[config.mk]
export PLATFORM = sky130hd
export DESIGN_NAME = audio_stream_ctrl
export DESIGN_NICKNAME = d
export VERILOG_FILES = /design/src/rtl/audio_stream_ctrl.sv
export SDC_FILE = /design/constraint.sdc
export NUM_CORES = 1
export LEC_CHECK = 0
export ABC_AREA = 0
export BUFFER_PORTS_ARGS = -buffer_cell sky130_fd_sc_hd__buf_2
export CORE_MARGIN = 5
export CORE_UTILIZATION = 53
export DETAILED_ROUTE_END_ITERATION = 8
export PLACE_DENSITY_LB_ADDON = 0.1
export RECOVER_POWER = 50
export SETUP_SLACK_MARGIN = 0.05
export SYNTH_ARGS = -nofsm -noshare
export SYNTH_HDL_FRONTEND = slang
export SYNTH_SLANG_ARGS = --single-unit
export TNS_END_PERCENT = 1
[constraint.sdc]
create_clock -name CLOCK_50 -period 6.7 [get_ports CLOCK_50]
set_clock_uncertainty 0.2 [all_clocks]
set_input_delay 1.005 -clock CLOCK_50 [delete_from_list [all_inputs] [get_ports CLOCK_50]]
set_output_delay 1.005 -clock CLOCK_50 [all_outputs]
set_load 0.05 [all_outputs]
[src/rtl/audio_stream_ctrl.sv]
// audio_stream_ctrl: pops one CODEC sample pair, runs it through the engine (or bypasses it), pushes the result.
// One sample in flight; every output is a register, so read/write have no combinational input path.
module audio_stream_ctrl #(
   parameter int DATA_W       = 24,
   parameter int PROC_TIMEOUT = 1024,
   parameter int CNT_W        = 16
) (
   input  logic              CLOCK_50,
   input  logic              reset,
   input  logic              read_ready,
   input  logic              write_ready,
   input  logic [DATA_W-1:0] readdata_left,
   input  logic [DATA_W-1:0] readdata_right,
   output logic              read,
   output logic              write,
   output logic [DATA_W-1:0] writedata_left,
   output logic [DATA_W-1:0] writedata_right,
   output logic              proc_start,
   output logic [DATA_W-1:0] proc_in_left,
   output logic [DATA_W-1:0] proc_in_right,
   input  logic              proc_done,
   input  logic [DATA_W-1:0] proc_out_left,
   input  logic [DATA_W-1:0] proc_out_right,
   input  logic              bypass,
   input  logic              mute,
   output logic              busy,
   output logic [CNT_W-1:0]  sample_count,
   output logic [7:0]        timeout_count
);
   localparam int TW = $clog2(PROC_TIMEOUT + 1);
   typedef enum logic [2:0] {IDLE, POP, PROC, WAIT_WR, WRITE} state_t;
   state_t        r_state;
   logic          r_mute;
   logic [TW-1:0] r_timer;
   logic          w_done;
   logic          w_expire;
   // done arriving alongside proc_start belongs to a previous request, so it is ignored
   assign w_done   = proc_done && r_timer != '0;
   assign w_expire = r_timer == TW'(PROC_TIMEOUT - 1);
   always_ff @(posedge CLOCK_50) begin
      if (reset) begin
         r_state         <= IDLE;
         r_mute          <= 1'b0;
         r_timer         <= '0;
         read            <= 1'b0;
         write           <= 1'b0;
         proc_start      <= 1'b0;
         busy            <= 1'b0;
         writedata_left  <= '0;
         writedata_right <= '0;
         proc_in_left    <= '0;
         proc_in_right   <= '0;
         sample_count    <= '0;
         timeout_count   <= '0;
      end else begin
         read       <= 1'b0;
         write      <= 1'b0;
         proc_start <= 1'b0;
         case (r_state)
            IDLE: if (read_ready) begin
               proc_in_left  <= readdata_left;
               proc_in_right <= readdata_right;
               read          <= 1'b1;
               busy          <= 1'b1;
               r_state       <= POP;
            end
            POP: begin
               r_mute <= mute;
               if (bypass) begin
                  writedata_left  <= mute ? '0 : proc_in_left;
                  writedata_right <= mute ? '0 : proc_in_right;
                  r_state         <= WAIT_WR;
               end else begin
                  proc_start <= 1'b1;
                  r_timer    <= '0;
                  r_state    <= PROC;
               end
            end
            PROC: begin
               r_timer <= r_timer + TW'(1);
               if (w_done) begin
                  writedata_left  <= r_mute ? '0 : proc_out_left;
                  writedata_right <= r_mute ? '0 : proc_out_right;
                  r_state         <= WAIT_WR;
               end else if (w_expire) begin
                  writedata_left  <= r_mute ? '0 : proc_in_left;
                  writedata_right <= r_mute ? '0 : proc_in_right;
                  timeout_count   <= timeout_count == 8'hFF ? timeout_count : timeout_count + 8'd1;
                  r_state         <= WAIT_WR;
               end
            end
            WAIT_WR: if (write_ready) begin
               write        <= 1'b1;
               sample_count <= sample_count + CNT_W'(1);
               r_state      <= WRITE;
            end
            WRITE: begin
               busy    <= 1'b0;
               r_state <= IDLE;
            end
            default: r_state <= IDLE;
         endcase
      end
   end
endmodule
==> flow_metrics.env <==
export IMPL_run_status="finished, violations left"
export IMPL_violations="max-capacitance violations, max-slew violations"
export IMPL_netlist_area_um2=5950
export IMPL_antenna_cells=0
export IMPL_p_int_w=0.00169
export IMPL_synth_top_area_cell="dfxtp_1"
export IMPL_rsz0062_at_grt="no"
export IMPL_cts_made_buffers=17
export IMPL_end_kind="flop"
export IMPL_cts_root_buf="clkbuf_16"
export IMPL_post_dp_hpwl_mm=11.9
export IMPL_antenna_found_initial=0
export IMPL_nNetsFinal=966
export IMPL_fin_hold_ws_ps=271
export IMPL_synth_area_leaders="dfxtp_1, a211oi_2, nand2_1"
export IMPL_wl_per_cell_um=17.0
export IMPL_finalWorstSetupSlack_ps=3160
export IMPL_die_h_um=116
export IMPL_setup_viol=0
export IMPL_num_vias=5667
export IMPL_drcViolationCount=0
export IMPL_timing_worst_slew_pin_value_ps=2370
export IMPL_slew_violations=49
export IMPL_grt_total_usage=0.255
export IMPL_drive_gt1_frac=0.280
export IMPL_synth_top_cells_by_count="dfxtp_1, nand2_1, nor2_1"
export IMPL_h_tree_depth=4
export IMPL_synth_nets=768
export IMPL_rows=38
export IMPL_fin_tns_setup_ps=0
export IMPL_clkPwrFrac=0.401
export IMPL_maxSlewHeadroom=-0.578
export IMPL_grt_pass1_wl_mm=27.0
export IMPL_io_pins=227
export IMPL_die_area_um2=13400
export IMPL_max_freq_mhz=282
export IMPL_swShare=0.326
export IMPL_ctsResizeCount=0
export IMPL_finalHoldViolations=0
export IMPL_clock_latency_ps=420
export IMPL_cellPowerDensity_nw_per_um2=330
export IMPL_yosys_cell_types_count=55
export IMPL_period_minus_slack_ps=3540
export IMPL_routed_wl_mm=17.2
export IMPL_syn2layout_area_growth_pct=27.7
export IMPL_criticalPathCategory="in2reg"
export IMPL_utilization=0.694
export IMPL_synth_edf_count=0
export IMPL_hold_class="reg2reg"
export IMPL_worstPathMaxFanout=48
export IMPL_ys_seq_area_frac=0.468
export IMPL_dr_pass1_iters=5
export IMPL_synth_top_area_share=0.468
export IMPL_drt_iter0_drc=393
export IMPL_pwr_share_seq=0.377
export IMPL_finalWeightedCongestion=0.843
export IMPL_cts_buffer_depth=2
export IMPL_viasPerCell=5.60
export IMPL_critPathRequiredTime_ps=6840
export IMPL_clkTransAtPathRegs_ps=60
export IMPL_numClockSinks=139
export IMPL_synth_seq_cells=139
export IMPL_n_fill_cell=954
export IMPL_min_period_over_period=0.529
export IMPL_combPwrFrac=0.222
export IMPL_critPathLaunchType="primary input"
export IMPL_port_buffers=226
export IMPL_synth_most_common_cell="dfxtp_1"
export IMPL_p_switching_w=0.000816
export IMPL_synthArstFlopShare=0
export IMPL_pre_cts_slack_ps=3520
export IMPL_syn_instance_count=661
export IMPL_tritoncts="yes"
export IMPL_die_w_um=116
export IMPL_coreArea_um2=10900
export IMPL_leakagePower_nw=2.90
export IMPL_cp_data_arrival_time_ps=3690
export IMPL_cap_violations=1
export IMPL_start_util=0.544
export IMPL_ir_worst_vdd_uv=203
export IMPL_first_global_vias=5492
export IMPL_postCtsSetupBuffers=0
export IMPL_hold_buffers=0
export IMPL_synth_area_per_cell_um2=9.00
export IMPL_grt_max_degree=98
export IMPL_yosysWarningCount=0
export IMPL_ant_nets=0
export IMPL_dominantRegCellSynth="dfxtp_1"
export IMPL_overflow=0
## worst max-delay path: stages
cell and delay (ps):
clkbuf_1 160, nor4b_1 280, clkbuf_1 1720, nand2_1 270, a21oi_1 230
## metrics by stage
stage / cells / power (W) / cell area (µm²)
after floorplan: 661 / 0.00138 / 5950
final: 1012 / 0.00251 / 7590
after global routing: 1012 / 0.00261 / 7590
after detailed placement: 980 / 0.00153 / 7050
after CTS: 1012 / 0.00254 / 7700
after global placement: 980 / 0.00151 / 7050
## state kept, by name (all words and copies together) (netlist names)
name	flops
proc_in_left	24
proc_in_right	24
writedata_left	24
writedata_right	24
sample_count	16
r_timer	11
timeout_count	8
r_state	3
busy	1
proc_start	1
r_mute	1
read	1
write	1
## cell usage in the layout, fill, tap and decap left out, types with 11 or more instances in the layout
master and n:
a211oi_2 40, xor2_1 11, buf_2 151, dfxtp_1 139, clkbuf_16 17, nand2_1 108, a21oi_1 62, nand3_1 13
clkbuf_1 75, a22oi_1 49, nor2_1 87
## final timing paths
check	cells after the start	from	slack [ps]	to
max	5	read_ready	3160	proc_in_left[10]
min reg2reg	2	proc_in_left[1]	270	proc_in_left[1]
min	2	proc_in_left[1]	270	proc_in_left[1]
max reg2reg	6	r_state[1]	3290	writedata_left[2]
## cell type report
| class | instances | area [µm²] | share of cell area |
|---|---|---|---|
| multi-input cells | 464 | 2890 | 0.380 |
| inverters | 5 | 18.8 | 0.00247 |
| clock inverters | 11 | 165 | 0.0217 |
| repair buffers | 232 | 1080 | 0.143 |
| flip-flops and latches | 139 | 2780 | 0.366 |
| well taps | 140 | 175 | 0.0231 |
| clock buffers | 21 | 480 | 0.0633 |
## power groups by stage
stage,clock [W],combinational [W],sequential (W)
after floorplan,0,0.000225,0.00116
after global placement,0,0.000557,0.000958
after detailed placement,0,0.000567,0.000961
after CTS,0.00102,0.000571,0.000944
after global routing,0.00106,0.000596,0.000953
final,0.00100,0.000555,0.000946
## cells by family (layout without fill, tap and decap cells)
logic type,after synthesis,after routing,share of synthesized area
compound gates,180,180,0.238
xor+xnor,19,19,0.0280
fa+ha+maj,4,4,0.00842
buf+inv,58,269,0.0490
flops,139,139,0.468
mux,2,2,0.00358
simple gates,259,259,0.205
## per-layer routing
layer | GRT usage | share of wire
met1 | 0.303 | 0.40
met4 | 0.106 | 0.023
met3 | 0.0762 | 0.089
met5 | 0 | 0
met2 | 0.430 | 0.49
Note: power is estimated with default switching activity, not from simulation.
